==> config.mk <==
export PLATFORM = sky130hd
export DESIGN_NAME = number_token_ctrl
export DESIGN_NICKNAME = d
export VERILOG_FILES = /design/src/rtl/number_token_ctrl.sv
export SDC_FILE = /design/constraint.sdc
export NUM_CORES = 1
export LEC_CHECK = 0
export ABC_AREA = 1
export CORE_MARGIN = 2
export CORE_UTILIZATION = 55
export CTS_CLUSTER_SIZE = 8
export DETAILED_ROUTE_END_ITERATION = 6
export PLACE_DENSITY = 0.82
export SLEW_MARGIN = 25
export SYNTH_ARGS = -nofsm -noshare
export SYNTH_HDL_FRONTEND = slang
export SYNTH_SLANG_ARGS = --single-unit
==> constraint.sdc <==
create_clock -name clk -period 4.3 [get_ports clk]
set_input_delay 0.86 -clock clk [delete_from_list [all_inputs] [get_ports clk]]
set_output_delay 0.86 -clock clk [all_outputs]
set_load 0.005 [all_outputs]
==> src/rtl/number_token_ctrl.sv <==
// number_token_ctrl
// Sequences received bytes through the byte classifier and assembles runs of
// ASCII decimal digits into unsigned binary values.
//
// Each byte passes through three states: IDLE (take the byte), ISSUE (pulse
// the classifier enable) and EVAL (act on the registered classifier flags).
// This gives a throughput of one byte per three cycles.
//
// Ports:
//   clk, rst        system clock, synchronous active-high reset
//   rx_data/valid   incoming byte, valid/ready handshake with rx_ready
//   flush           end the current token as if a delimiter had arrived
//   cmp_data/en     byte and one-cycle enable sent to the classifier
//   cmp_data_out    byte registered by the classifier
//   cmp_is_number   classifier flag for an ASCII digit
//   cmp_is_white    classifier flag for a delimiter (' ' or '-')
//   num_value       last completed value, held until the next num_valid
//   num_valid       one-cycle pulse when num_value has been updated
//   ovf             one-cycle pulse when a token exceeded 2^VAL_W-1
//   err             one-cycle pulse when a byte was neither digit nor delimiter
module number_token_ctrl #(
    parameter int VAL_W = 16
) (
    input  logic             clk,
    input  logic             rst,
    input  logic [7:0]       rx_data,
    input  logic             rx_valid,
    output logic             rx_ready,
    input  logic             flush,
    output logic [7:0]       cmp_data,
    output logic             cmp_en,
    input  logic [7:0]       cmp_data_out,
    input  logic             cmp_is_number,
    input  logic             cmp_is_white,
    output logic [VAL_W-1:0] num_value,
    output logic             num_valid,
    output logic             ovf,
    output logic             err
);

    typedef enum logic [1:0] {
        IDLE,
        ISSUE,
        EVAL
    } state_t;

    // Four extra bits hold acc*10+9 without wrapping, so overflow is detected
    // by a plain magnitude compare.
    localparam int ACC_W = VAL_W + 4;
    localparam logic [ACC_W-1:0] MAX_VAL = {4'b0000, {VAL_W{1'b1}}};

    state_t           state;
    logic [VAL_W-1:0] acc;
    logic             in_tok;
    logic             tok_ovf;
    logic [ACC_W-1:0] next_acc;
    logic             next_ovf;

    // The digit is the full classifier byte minus ASCII '0'. The result is
    // only used when cmp_is_number is set, so it is always 0..9 in that case.
    always_comb begin
        next_acc = {4'b0000, acc} * ACC_W'(10)
                 + {{(ACC_W-8){1'b0}}, cmp_data_out - 8'd48};
        next_ovf = next_acc > MAX_VAL;
    end

    always_ff @(posedge clk) begin
        if (rst) begin
            state     <= IDLE;
            rx_ready  <= 1'b0;
            cmp_data  <= 8'd0;
            cmp_en    <= 1'b0;
            acc       <= '0;
            in_tok    <= 1'b0;
            tok_ovf   <= 1'b0;
            num_value <= '0;
            num_valid <= 1'b0;
            ovf       <= 1'b0;
            err       <= 1'b0;
        end else begin
            num_valid <= 1'b0;
            ovf       <= 1'b0;
            err       <= 1'b0;

            case (state)
                IDLE: begin
                    // rx_ready is still low on the first cycle after reset,
                    // so the byte is only taken once ready is visible.
                    if (rx_valid && rx_ready) begin
                        cmp_data <= rx_data;
                        cmp_en   <= 1'b1;
                        rx_ready <= 1'b0;
                        state    <= ISSUE;
                    end else begin
                        rx_ready <= 1'b1;
                        if (flush && in_tok) begin
                            if (tok_ovf) begin
                                ovf <= 1'b1;
                            end else begin
                                num_value <= acc;
                                num_valid <= 1'b1;
                            end
                            acc     <= '0;
                            in_tok  <= 1'b0;
                            tok_ovf <= 1'b0;
                        end
                    end
                end

                ISSUE: begin
                    cmp_en <= 1'b0;
                    state  <= EVAL;
                end

                EVAL: begin
                    rx_ready <= 1'b1;
                    state    <= IDLE;
                    if (cmp_is_number) begin
                        in_tok <= 1'b1;
                        // On overflow acc keeps its old value. The token is
                        // discarded anyway once it terminates.
                        if (next_ovf) begin
                            tok_ovf <= 1'b1;
                        end else begin
                            acc <= next_acc[VAL_W-1:0];
                        end
                    end else if (cmp_is_white) begin
                        if (in_tok) begin
                            if (tok_ovf) begin
                                ovf <= 1'b1;
                            end else begin
                                num_value <= acc;
                                num_valid <= 1'b1;
                            end
                            acc     <= '0;
                            in_tok  <= 1'b0;
                            tok_ovf <= 1'b0;
                        end
                    end else begin
                        err     <= 1'b1;
                        acc     <= '0;
                        in_tok  <= 1'b0;
                        tok_ovf <= 1'b0;
                    end
                end

                default: begin
                    state <= IDLE;
                end
            endcase
        end
    end

endmodule
After elaboration in Yosys (flattened, before gate mapping) --
Index checks and enable logic that the tools add are counted.
Word-level totals: register bits after elaboration 49, output and inout port bits 29, input bits 22
Operators by class: add/sub/neg operators 2, eq/ne operators 11, reductions and logical operators 12, bitwise gates (word level) 1, multipliers 1, muxes and demuxes 44, $lt $le $gt $ge 1
Operators by type and width (count):
- 2-to-1 mux 16 bit | 12
- one-hot mux 16 bit (2 select lines) | 2
- 2-to-1 mux 1 bit | 22
- adder 20 x 8 -> 20 bit | 1
- greater-than comparator 20 x 16 -> 1 bit (second input constant) | 1
- multiplier 16 x 3 -> 19 bit (second input constant) | 1
- != test 2 bit (second input constant) | 6
- one-hot mux 1 bit (2 select lines) | 6
- AND reduction 5 bit | 2
- subtractor 8 x 6 -> 8 bit (second input constant) | 1
- != test 3 bit (second input constant) | 2
- AND reduction 6 bit | 1
- != test 4 bit (second input constant) | 1
- one-hot mux 2 bit (2 select lines) | 1
- AND reduction 2 bit | 2
- nonzero test 2 bit | 2
- AND reduction 3 bit | 1
- OR reduction 3 bit | 1
- equality test 2 x 1 -> 1 bit (second input constant) | 1
- equality test 2 bit (second input constant) | 1
- logical AND 1 bit | 2
- zero test 2 bit | 1
- 2-to-1 mux 2 bit | 1
- NOT 1 bit | 1

Depth between registers and ports, before layout --
Gate-level depths: netlist of the first run.
depth in word-level cells 6, mapped depth 23

Worst setup path after synthesis of the first run --
Ideal clock, no wire load.
kind flip-flop to flip-flop, from reg acc[1], to reg acc[10], clock period less this slack 3.343 ns, library setup time 0.115 ns, arrival time 3.228 ns, setup slack 0.957 ns, data required time 4.185 ns, stages on the path, launching flop included 22, cells stage by stage dfxtp_1 ha_1 ha_1 fa_1 xor2_1 ha_1 nand2_1 nor2_1 nand2_1 nand3_1 inv_1 nor2_8 nand2_4 nor2_8 nand2_1 nand2_1 nand2_1 nor2_1 nand3_2 buf_6 a21oi_1 nor2_1
Between the ends: word-level cells in the longest chain between the ends 5, elaborated cells on any way between the ends 8, classes of those cells add/sub (1); mul (1); order compare (1); eq/ne (1); mux (3); reduce/logical (1)
Ends and longest elaborated chain:
- start, declared | line 53 | logic [VAL_W-1:0] acc;
- start signal, assigned | line 125 | acc <= next_acc[VAL_W-1:0];
- multiplier 16 x 3 -> 19 bit (*) | line 62 | next_acc = {4'b0000, acc} * ACC_W'(10)
- adder 20 x 8 -> 20 bit (*) | line 63 | + {{(ACC_W-8){1'b0}}, cmp_data_out - 8'd48};
- greater-than comparator 20 x 16 -> 1 bit or 2-to-1 mux 16 bit (tied branches) | line 64, 122
- != test 3 bit (no line) or 2-to-1 mux 16 bit (tied branches)
- AND reduction 5 bit (no line) or one-hot mux 16 bit (2 select lines) (tied branches)
Every way passes the cells marked *; elsewhere a longest branch is shown, timed or not. The select of a mux whose other input is x is not followed. A chain may end at the register's enable or synchronous reset.

Worst setup path in the final report of the first run --
from reg acc[1], to reg acc[6]
Same word-level chain as after synthesis.

==> report_table.html, run 1 <==
<table>
<tr><th>Metric</th><th>Value</th></tr>
<tr><th colspan="2">Timing</th></tr>
<tr><td>Final-report hold violation count</td><td>0</td></tr>
<tr><td>Worst hold slack</td><td>0.4739 ns</td></tr>
<tr><td>Sum of negative setup slack</td><td>0 ns</td></tr>
<tr><td>Worst setup skew after layout</td><td>0.004442 ns</td></tr>
<tr><td>Fraction of the cycle the final worst path needs</td><td>0.9132</td></tr>
<tr><td>Unrepaired setup endpoints after global routing</td><td>no</td></tr>
<tr><td>Slew Limit Headroom</td><td>0.3509</td></tr>
<tr><td>Transition time at the pin with the least slew margin</td><td>0.9737 ns</td></tr>
<tr><td>Max-slew violation count</td><td>0</td></tr>
<tr><td>Maximum clock frequency</td><td>0.2547 GHz</td></tr>
<tr><td># setup viols final</td><td>0</td></tr>
<tr><td>Final Critical Period</td><td>3.927 ns</td></tr>
<tr><th colspan="2">Route</th></tr>
<tr><td>Detailed Route Iter0 Violations</td><td>209</td></tr>
<tr><td>Via density per instance</td><td>5.335</td></tr>
<tr><td>Average wire per standard cell</td><td>13.00 um</td></tr>
<tr><td>Detailed-route DRC error count</td><td>0</td></tr>
<tr><td>Total length of routed wires</td><td>9.309 mm</td></tr>
<tr><td>Via total after detailed routing</td><td>3,820</td></tr>
<tr><td>Antenna-violating nets left</td><td>0</td></tr>
<tr><td>First-pass DRT Iterations</td><td>5</td></tr>
<tr><th colspan="2">Placement</th></tr>
<tr><td>Cell Area, Placed</td><td>0.004436 sq mm</td></tr>
<tr><td>IO Port Bufs</td><td>50</td></tr>
<tr><td>Last weighted congestion value of the routability-driven placer</td><td>0.9202</td></tr>
<tr><td>Total half-perimeter wirelength after legalization and detailed placement</td><td>7.450 mm</td></tr>
<tr><th colspan="2">GRT</th></tr>
<tr><td>Global route total overflow</td><td>0</td></tr>
<tr><td>Vias in the first global route</td><td>3,475</td></tr>
<tr><td>Wire length of the first global-routing pass</td><td>15.54 mm</td></tr>
<tr><td>Total routing resource utilization after global routing</td><td>0.2524</td></tr>
<tr><td>Maximum number of pins on one net before global-route repair</td><td>29</td></tr>
<tr><td>Initial antenna violation count</td><td>0</td></tr>
<tr><th colspan="2">Yosys</th></tr>
<tr><td>Post-Syn Area per Cell</td><td>6.753 sq um</td></tr>
<tr><td>Unique cell type count in the Yosys netlist</td><td>41</td></tr>
<tr><td>Async set-or-reset flop fraction in the synthesized netlist</td><td>0</td></tr>
<tr><td>Cell types occupying the most area after synthesis</td><td>sky130_fd_sc_hd__dfxtp_1, sky130_fd_sc_hd__nand2_1, sky130_fd_sc_hd__ha_1</td></tr>
<tr><td>Total standard cell area after synthesis</td><td>0.003842 sq mm</td></tr>
<tr><td>Synth warn</td><td>0</td></tr>
<tr><td>Synth area leader</td><td>sky130_fd_sc_hd__dfxtp_1</td></tr>
<tr><td>FF+latch count, synth</td><td>49</td></tr>
<tr><td>Main flop type after synthesis</td><td>sky130_fd_sc_hd__dfxtp_1</td></tr>
<tr><td>Instance count of the mapped netlist</td><td>569</td></tr>
<tr><td>Sequential share of the synthesized area</td><td>0.2553</td></tr>
<tr><td>Yosys top cell area share</td><td>0.2553</td></tr>
<tr><td>Net Count, Synth</td><td>629</td></tr>
<tr><td>Number of enable flip-flop cells after synthesis</td><td>0</td></tr>
<tr><th colspan="2">Floorplan</th></tr>
<tr><td>Horiz. Die Dim</td><td>87.59 um</td></tr>
<tr><td>Height of the die</td><td>87.59 um</td></tr>
<tr><td>Area enclosed by the die boundary</td><td>0.007671 sq mm</td></tr>
<tr><td>Core area</td><td>0.006794 sq mm</td></tr>
<tr><td>I/O pin count</td><td>51</td></tr>
<tr><td>Row count</td><td>30</td></tr>
<tr><td>Initial standard-cell utilization of the core</td><td>0.5656</td></tr>
<tr><th colspan="2">Final layout</th></tr>
<tr><td>Summed area of non-filler cells in the final layout</td><td>0.004518 sq mm</td></tr>
<tr><td>Highest-count cells in the layout ignoring fill and taps</td><td>sky130_fd_sc_hd__nand2_1, sky130_fd_sc_hd__nor2_1, sky130_fd_sc_hd__inv_1</td></tr>
<tr><td>Share of post-route cells with drive strength above 1</td><td>0.1129</td></tr>
<tr><td>Layout Nets</td><td>679</td></tr>
<tr><td>Leading cell type in the layout, fill and taps excluded</td><td>sky130_fd_sc_hd__nand2_1</td></tr>
<tr><td>Fin util</td><td>0.6650</td></tr>
<tr><td>Syn-to-layout area delta</td><td>17.58%</td></tr>
<tr><td>Number of diodes</td><td>0</td></tr>
<tr><th colspan="2">CTS</th></tr>
<tr><td>Number of buffers inserted during clock tree synthesis</td><td>5</td></tr>
<tr><td>Maximum buffer depth of the clock tree</td><td>2</td></tr>
<tr><td>Post-CTS clock slew at the launch and capture registers of the worst setup and hold paths</td><td>0.09 ns</td></tr>
<tr><td># hold bufs at CTS</td><td>0</td></tr>
<tr><td>Deepest level of the CTS H-tree</td><td>2</td></tr>
<tr><td>Number of setup buffers added after CTS</td><td>0</td></tr>
<tr><td>Clock tree root driver cell</td><td>sky130_fd_sc_hd__clkbuf_8</td></tr>
<tr><td>Sinks on Clock Net</td><td>49</td></tr>
<tr><td>Number of cells upsized or downsized after cts</td><td>0</td></tr>
<tr><td>Clock latency at the later pin of the worst-skew pair</td><td>0.30 ns</td></tr>
<tr><td>Clock tree from TritonCTS</td><td>yes</td></tr>
<tr><th colspan="2">Pwr</th></tr>
<tr><td>Leakage power</td><td>2.346 nW</td></tr>
<tr><td>Power density cells</td><td>247.2 mW/mm^2</td></tr>
<tr><td>VDD IR-drop max</td><td>297.3 uV</td></tr>
<tr><th colspan="2">Worst setup path</th></tr>
<tr><td>Reg2reg setup slack</td><td>0.37 ns</td></tr>
<tr><td>Cell breakdown of the critical path</td><td>ha_1, ha_1, fa_1, xor2_1, ha_1, nand2_1, nor2_1, nand2_1, nand3_1, nand3_1, nand2_1, nand2_2, nor2_2, nand2_1, nand2_1, nand2_1, nor2_1, nand3_2, buf_4, a21oi_1, nor2_1</td></tr>
<tr><td>Reg2reg end</td><td>acc[6]$_SDFFE_PP0P_</td></tr>
<tr><td>Kind of end point of the critical path</td><td>register</td></tr>
<tr><td>Worst R2R Start</td><td>acc[1]$_SDFFE_PP0P_</td></tr>
<tr><td>Destination of the critical timing path</td><td>acc[6]$_SDFFE_PP0P_</td></tr>
<tr><td>Required time of the critical path</td><td>4.50 ns</td></tr>
<tr><td>Slowest library cell on the worst path</td><td>sky130_fd_sc_hd__dfxtp_1</td></tr>
<tr><td>Launching instance or port of the critical path</td><td>acc[1]$_SDFFE_PP0P_</td></tr>
<tr><td>Classification of the worst setup path</td><td>register to register</td></tr>
<tr><td>Crit-path most repeated cell</td><td>sky130_fd_sc_hd__nand2_1</td></tr>
<tr><td>Delay contributed by the slowest stage of the critical path</td><td>0.48 ns</td></tr>
<tr><td>Worst Path Max Fanout</td><td>11</td></tr>
<tr><td>Startpoint kind of the worst setup timing path</td><td>register</td></tr>
<tr><td>Critical Path AT</td><td>4.13 ns</td></tr>
<tr><td>Number of cells traversed by the worst register-to-register path</td><td>21</td></tr>
<tr><th colspan="2">Outcome</th></tr>
<tr><td>Result of the run</td><td>complete, no violations</td></tr>
<tr><th colspan="2">Min path</th></tr>
<tr><td>Hold WC Path Type</td><td>register to register</td></tr>
<tr><td>WHS Path Cells</td><td>1</td></tr>
<tr><th colspan="2">Run</th></tr>
<tr><td>Max Cap Viol</td><td>0</td></tr>
</table>
-- synthesized netlist by cell type, types with 2 or more instances --
| cell | number |
|---|---|
| sky130_fd_sc_hd__a21oi_1 | 35 |
| sky130_fd_sc_hd__nor2_4 | 2 |
| sky130_fd_sc_hd__buf_6 | 2 |
| sky130_fd_sc_hd__clkbuf_1 | 8 |
| sky130_fd_sc_hd__dfxtp_1 | 49 |
| sky130_fd_sc_hd__nand3_1 | 49 |
| sky130_fd_sc_hd__fa_1 | 2 |
| sky130_fd_sc_hd__nor2_2 | 7 |
| sky130_fd_sc_hd__inv_2 | 3 |
| sky130_fd_sc_hd__ha_1 | 36 |
| sky130_fd_sc_hd__xor2_1 | 7 |
| sky130_fd_sc_hd__and2_1 | 3 |
| sky130_fd_sc_hd__xnor2_1 | 2 |
| sky130_fd_sc_hd__nand2_1 | 149 |
| sky130_fd_sc_hd__nand3_2 | 14 |
| sky130_fd_sc_hd__a31oi_1 | 2 |
| sky130_fd_sc_hd__o21ai_0 | 25 |
| sky130_fd_sc_hd__nand2_4 | 3 |
| sky130_fd_sc_hd__nor2_8 | 2 |
| sky130_fd_sc_hd__nor2_1 | 65 |
| sky130_fd_sc_hd__inv_1 | 57 |
| sky130_fd_sc_hd__nor4_1 | 2 |
| sky130_fd_sc_hd__a21oi_2 | 5 |
| sky130_fd_sc_hd__nand4_1 | 7 |
| sky130_fd_sc_hd__nand2_2 | 17 |
-- metrics by stage --
stage,power [mW],setup WS (ns),std cells
floorplan,0.7576,0.9572,569
global placement,0.8478,0.4762,708
detailed placement,0.8610,0.3171,708
CTS,1.119,0.3670,716
global route,1.183,0.02501,716
finish,1.117,0.3732,716
-- state kept, by name, summed over array words and instances (netlist names) --
register / cells
acc: 16
num_value: 16
cmp_data: 8
state: 2
cmp_en: 1
err: 1
in_tok: 1
num_valid: 1
ovf: 1
rx_ready: 1
tok_ovf: 1
-- cell families (layout without fill, tap and decap cells) --
logic type | count (synthesis) | in the layout | synth area share
flip-flops | 49 | 49 | 0.2553
XOR/XNOR | 9 | 9 | 0.02052
adder cells (fa/ha/maj) | 38 | 38 | 0.1276
buffers and inverters | 73 | 124 | 0.07652
AO/OA/AOI/OAI | 73 | 73 | 0.1071
AND/OR/NAND/NOR | 327 | 327 | 0.4129
-- final cells by class --
| cell class | count | area, sq um |
|---|---|---|
| clock buffer | 6 | 72.57 |
| sequential | 49 | 980.9 |
| timing repair buffer | 55 | 538.0 |
| multi-input combinational | 447 | 2567 |
| tap | 96 | 120.1 |
| fill | 620 | 2276 |
| clock inverter | 2 | 10.01 |
| inverter | 61 | 229.0 |
-- worst min-delay path by stage --
stage	from	to	slack, ns
global route	cmp_data[6]$_SDFFE_PP0P_	cmp_data[6]$_SDFFE_PP0P_	0.50
detailed placement	tok_ovf$_SDFFE_PP0P_	num_valid$_SDFF_PP0_	0.45
CTS	tok_ovf$_SDFFE_PP0P_	num_valid$_SDFF_PP0_	0.47
floorplan	tok_ovf$_SDFFE_PP0P_	num_valid$_SDFF_PP0_	0.43
finish	tok_ovf$_SDFFE_PP0P_	num_valid$_SDFF_PP0_	0.47
global placement	tok_ovf$_SDFFE_PP0P_	num_valid$_SDFF_PP0_	0.45
-- metal layers --
metal  vias up  GRT usage  wire (um)
met5         -          0          0
met3        16    0.03676        439
met2       113     0.4263       4572
met4         0    0.05874        131
li1       1960          -          -
met1      1731     0.3419       4165
-- worst max-delay path: cells and delay by family, from the launching register on --
| kind | cells | cell delay [ns] |
|---|---|---|
| AO/OA/AOI/OAI | 1 | 0.16 |
| XOR/XNOR | 1 | 0.17 |
| adder cells (fa/ha/maj) | 4 | 1.32 |
| buffers and inverters | 1 | 0.27 |
| flip-flops | 1 | 0.48 |
| AND/OR/NAND/NOR | 14 | 1.41 |
-- power by group --
| part | internal (mW) | total [mW] | switching [mW] | leakage, nW |
|---|---|---|---|---|
| sequential | 0.476 | 0.498 | 0.0216 | 0.398 |
| combinational | 0.141 | 0.356 | 0.215 | 1.90 |
| clock | 0.113 | 0.263 | 0.150 | 0.0450 |
Power figures use the tool's default switching activity.
==> run 2: changes to the inputs <==
MAX_ROUTING_LAYER = met4   (was unset)
==> run 2 against run 1 <==
  * Sequential cell count did not move
  * Maximum frequency is 0.30% higher
  * First-iteration DRC count rose by 14%
  * Register-to-register slack is essentially flat
  * Final cell count up 0.14%
  * Count of clock-buffer cells in the layout down 1
  * Sequential share of layout area decreased by 0.090 points
  * Sequential power about the same
  * Non-clock buffer count is 1 higher
  * Critical path depth is the same
  * Utilization is 0.28 points higher
  * Total power about the same
==> report_table.html, run 2 (synthesis gave the netlist of run 1 again) <==
<table>
<tr><th>Metric</th><th>Value</th></tr>
<tr><th colspan="2">Timing</th></tr>
<tr><td>Unrepaired setup endpoints after global routing</td><td>no</td></tr>
<tr><td>Max-slew violation count</td><td>0 (unchanged)</td></tr>
<tr><td>Transition time at the pin with the least slew margin</td><td>0.9578 ns (-0.01594 ns)</td></tr>
<tr><td>Worst setup skew after layout</td><td>0.003602 ns (-0.0008401 ns)</td></tr>
<tr><td># setup viols final</td><td>0 (unchanged)</td></tr>
<tr><td>Slew Limit Headroom</td><td>0.3615 (+0.01063)</td></tr>
<tr><td>Final Critical Period</td><td>3.915 ns (-0.01188 ns)</td></tr>
<tr><td>Final-report hold violation count</td><td>0 (unchanged)</td></tr>
<tr><td>Maximum clock frequency</td><td>0.2554 GHz (+0.30%)</td></tr>
<tr><td>Fraction of the cycle the final worst path needs</td><td>0.9104 (-0.002762)</td></tr>
<tr><td>Sum of negative setup slack</td><td>0 ns (unchanged)</td></tr>
<tr><th colspan="2">Floorplan</th></tr>
<tr><td>I/O pin count</td><td>51 (unchanged)</td></tr>
<tr><td>Row count</td><td>30 (unchanged)</td></tr>
<tr><td>Core area</td><td>0.006794 sq mm (unchanged)</td></tr>
<tr><td>Height of the die</td><td>87.59 um (unchanged)</td></tr>
<tr><td>Initial standard-cell utilization of the core</td><td>0.5656 (unchanged)</td></tr>
<tr><td>Area enclosed by the die boundary</td><td>0.007671 sq mm (unchanged)</td></tr>
<tr><td>Horiz. Die Dim</td><td>87.59 um (unchanged)</td></tr>
<tr><th colspan="2">Pwr</th></tr>
<tr><td>Clock network power share</td><td>0.235 (about the same)</td></tr>
<tr><td>PnR Total Power</td><td>1.116 mW (about the same)</td></tr>
<tr><td>Relative contribution of sequential cells to total power</td><td>0.446 (about the same)</td></tr>
<tr><td>VDD IR-drop max</td><td>250.3 uV (-16%)</td></tr>
<tr><td>Power density cells</td><td>246.0 mW/mm^2 (-0.48%)</td></tr>
<tr><td>Switching fraction of total power</td><td>0.3461 (about the same)</td></tr>
<tr><td>Leakage power</td><td>2.351 nW (+0.22%)</td></tr>
<tr><td>Internal</td><td>729.9 uW (about the same)</td></tr>
<tr><td>Portion of total power attributed to combinational logic</td><td>0.319 (about the same)</td></tr>
<tr><td>Switching power summed over all nets</td><td>386.3 uW (-0.15%)</td></tr>
<tr><th colspan="2">Worst setup path</th></tr>
<tr><td>Crit-path most repeated cell</td><td>sky130_fd_sc_hd__nand2_1</td></tr>
<tr><td>Destination of the critical timing path</td><td>acc[6]$_SDFFE_PP0P_</td></tr>
<tr><td>Cell breakdown of the critical path</td><td>ha_1, ha_1, fa_1, xor2_1, ha_1, nand2_1, nor2_1, nand2_1, nand3_1, inv_1, nor2_8, nand2_4, nor2_8, nand3_1, nand2_1, nand2_1, nor2_1, nand3_4, buf_4, a21oi_1, nor2_1</td></tr>
<tr><td>Stages on worst setup path</td><td>21 (unchanged)</td></tr>
<tr><td>Reg2reg end</td><td>acc[6]$_SDFFE_PP0P_</td></tr>
<tr><td>Delay contributed by the slowest stage of the critical path</td><td>0.50 ns (+0.02 ns)</td></tr>
<tr><td>Startpoint kind of the worst setup timing path</td><td>register</td></tr>
<tr><td>Count of buffer and inverter cells on the critical path</td><td>2 (+1)</td></tr>
<tr><td>Critical Path AT</td><td>4.11 ns (-0.02 ns)</td></tr>
<tr><td>Number of cells traversed by the worst register-to-register path</td><td>21 (unchanged)</td></tr>
<tr><td>Kind of end point of the critical path</td><td>register</td></tr>
<tr><td>Reg2reg setup slack</td><td>0.39 ns (about the same)</td></tr>
<tr><td>Slowest library cell on the worst path</td><td>sky130_fd_sc_hd__dfxtp_1</td></tr>
<tr><td>Worst Path Max Fanout</td><td>15 (+4)</td></tr>
<tr><td>Family with the most delay on the worst path</td><td>adder cells</td></tr>
<tr><td>Launching instance or port of the critical path</td><td>acc[1]$_SDFFE_PP0P_</td></tr>
<tr><td>Worst R2R Start</td><td>acc[1]$_SDFFE_PP0P_</td></tr>
<tr><td>Required time of the critical path</td><td>4.50 ns (about the same)</td></tr>
<tr><td>Classification of the worst setup path</td><td>register to register</td></tr>
<tr><th colspan="2">Route</th></tr>
<tr><td>Via total after detailed routing</td><td>3,800 (-0.52%)</td></tr>
<tr><td>Via density per instance</td><td>5.300 (-0.66%)</td></tr>
<tr><td>Total length of routed wires</td><td>9.214 mm (-1.0%)</td></tr>
<tr><td>Detailed-route DRC error count</td><td>0 (unchanged)</td></tr>
<tr><td>Antenna-violating nets left</td><td>0 (unchanged)</td></tr>
<tr><td>First-pass DRT Iterations</td><td>5 (unchanged)</td></tr>
<tr><td>Average wire per standard cell</td><td>12.85 um (-1.2%)</td></tr>
<tr><td>Detailed Route Iter0 Violations</td><td>239 (+14%)</td></tr>
<tr><th colspan="2">Final layout</th></tr>
<tr><td>FF/Latch Area</td><td>980.9 sq um (unchanged)</td></tr>
<tr><td>Highest-count cells in the layout ignoring fill and taps</td><td>sky130_fd_sc_hd__nand2_1, sky130_fd_sc_hd__nor2_1, sky130_fd_sc_hd__inv_1</td></tr>
<tr><td>Largest regs</td><td>acc (16), num_value (16), cmp_data (8)</td></tr>
<tr><td>Syn-to-layout area delta</td><td>18.07%</td></tr>
<tr><td>Number of diodes</td><td>0 (unchanged)</td></tr>
<tr><td>Fill cell instance count of the final layout</td><td>615 (-0.81%)</td></tr>
<tr><td>Layout Nets</td><td>680 (+0.15%)</td></tr>
<tr><td>Share of post-route cells with drive strength above 1</td><td>0.1159 (+0.003039)</td></tr>
<tr><td>Area used by multi-input combinational logic</td><td>0.002575 sq mm (+0.29%)</td></tr>
<tr><td>Leading cell type in the layout, fill and taps excluded</td><td>sky130_fd_sc_hd__nand2_1</td></tr>
<tr><td>Post-Layout Cell Count</td><td>717 (+0.14%)</td></tr>
<tr><th colspan="2">CTS</th></tr>
<tr><td>Sinks on Clock Net</td><td>49 (unchanged)</td></tr>
<tr><td>Deepest level of the CTS H-tree</td><td>2 (unchanged)</td></tr>
<tr><td>Number of buffers inserted during clock tree synthesis</td><td>5 (unchanged)</td></tr>
<tr><td>Clock latency at the later pin of the worst-skew pair</td><td>0.30 ns (about the same)</td></tr>
<tr><td>Clock tree root driver cell</td><td>sky130_fd_sc_hd__clkbuf_8</td></tr>
<tr><td>Clock tree from TritonCTS</td><td>yes</td></tr>
<tr><td>Maximum buffer depth of the clock tree</td><td>2 (unchanged)</td></tr>
<tr><td># hold bufs at CTS</td><td>0 (unchanged)</td></tr>
<tr><td>Post-CTS clock slew at the launch and capture registers of the worst setup and hold paths</td><td>0.09 ns (about the same)</td></tr>
<tr><th colspan="2">Placement</th></tr>
<tr><td>IO Port Bufs</td><td>50 (unchanged)</td></tr>
<tr><td>Cell count after placement</td><td>709 (+0.14%)</td></tr>
<tr><td>Total half-perimeter wirelength after legalization and detailed placement</td><td>7.519 mm (+0.93%)</td></tr>
<tr><td>Last weighted congestion value of the routability-driven placer</td><td>0.9405 (+2.2%)</td></tr>
<tr><th colspan="2">GRT</th></tr>
<tr><td>Wire length of the first global-routing pass</td><td>15.26 mm (-1.8%)</td></tr>
<tr><td>Total routing resource utilization after global routing</td><td>0.2535 (+0.001139)</td></tr>
<tr><td>Maximum number of pins on one net before global-route repair</td><td>29 (unchanged)</td></tr>
<tr><td>Global route total overflow</td><td>0 (unchanged)</td></tr>
<tr><td>Initial antenna violation count</td><td>0 (unchanged)</td></tr>
<tr><td>Vias in the first global route</td><td>3,492 (+0.49%)</td></tr>
<tr><th colspan="2">Outcome</th></tr>
<tr><td>Result of the run</td><td>complete, no violations</td></tr>
<tr><th colspan="2">Run</th></tr>
<tr><td>Max Cap Viol</td><td>0 (unchanged)</td></tr>
<tr><th colspan="2">Min path</th></tr>
<tr><td>Hold WC Path Type</td><td>register to register</td></tr>
</table>
-- run 2: changes by cell type in the layout (fill, tap and decap cells not counted), sizes merged --
cell / before / now
clkbuf: 6 / 5
buf: 5 / 6
clkinvlp: 0 / 1
-- run 2: worst min-delay path: stages (launching register included) --
cell and delay, ns:
sky130_fd_sc_hd__dfxtp_1 0.31, sky130_fd_sc_hd__nand3_1 0.07, sky130_fd_sc_hd__nand2_1 0.05
-- run 2: routing by layer --
metal,track usage,part of all wire
met5,-,0
met4,0.08392,0.024
met3,0.03205,0.032
met2,0.4180,0.49
met1,0.3221,0.46
-- run 2: timing repair --
action                     in CTS  in global routing
setup endpoints to repair       0                 10
resized for setup               0                  1
setup buffers                   0                  0
-- run 2: worst min path at each step --
stage                             start                       end  slack [ns]  cells after the start
5_1_grt        cmp_data[3]$_SDFFE_PP0P_  cmp_data[3]$_SDFFE_PP0P_        0.50                      2
3_3_place_gp       tok_ovf$_SDFFE_PP0P_      num_valid$_SDFF_PP0_        0.45                      1
2_1_floorplan      tok_ovf$_SDFFE_PP0P_      num_valid$_SDFF_PP0_        0.43                      1
6_report       cmp_data[5]$_SDFFE_PP0P_  cmp_data[5]$_SDFFE_PP0P_        0.47                      2
4_1_cts            tok_ovf$_SDFFE_PP0P_      num_valid$_SDFF_PP0_        0.48                      1
3_5_place_dp       tok_ovf$_SDFFE_PP0P_      num_valid$_SDFF_PP0_        0.46                      1
-- run 2: cell type report --
cell class / count / share of cell area
clock buffer: 5 / 0.01517
tap: 96 / 0.02648
sequential: 49 / 0.2162
multi-input combinational: 447 / 0.5676
clock inverter: 3 / 0.003861
inverter: 61 / 0.05047
timing repair buffer: 56 / 0.1202
-- run 2: power by group through the flow --
stage | Sequential, mW | Clock [mW] | Combinational [mW]
2_1_floorplan | 0.501 | 0 | 0.257
3_5_place_dp | 0.509 | 0 | 0.351
3_3_place_gp | 0.508 | 0 | 0.340
6_report | 0.498 | 0.262 | 0.356
5_1_grt | 0.501 | 0.281 | 0.397
4_1_cts | 0.498 | 0.267 | 0.353
-- run 2: stage by stage --
step / instance area (sq um) / utilization / setup slack [ns] / hold slack [ns]
after detailed placement: 4443 / 0.6540 / 0.2697 / 0.4566
after floorplan: 3842 / - / 0.9572 / 0.4263
after global placement: 4443 / 0.6540 / 0.4047 / 0.4456
after CTS: 4529 / 0.6667 / 0.3046 / 0.4769
final: 4537 / 0.6678 / 0.3851 / 0.4733
after global routing: 4537 / 0.6678 / 0.03099 / 0.4989
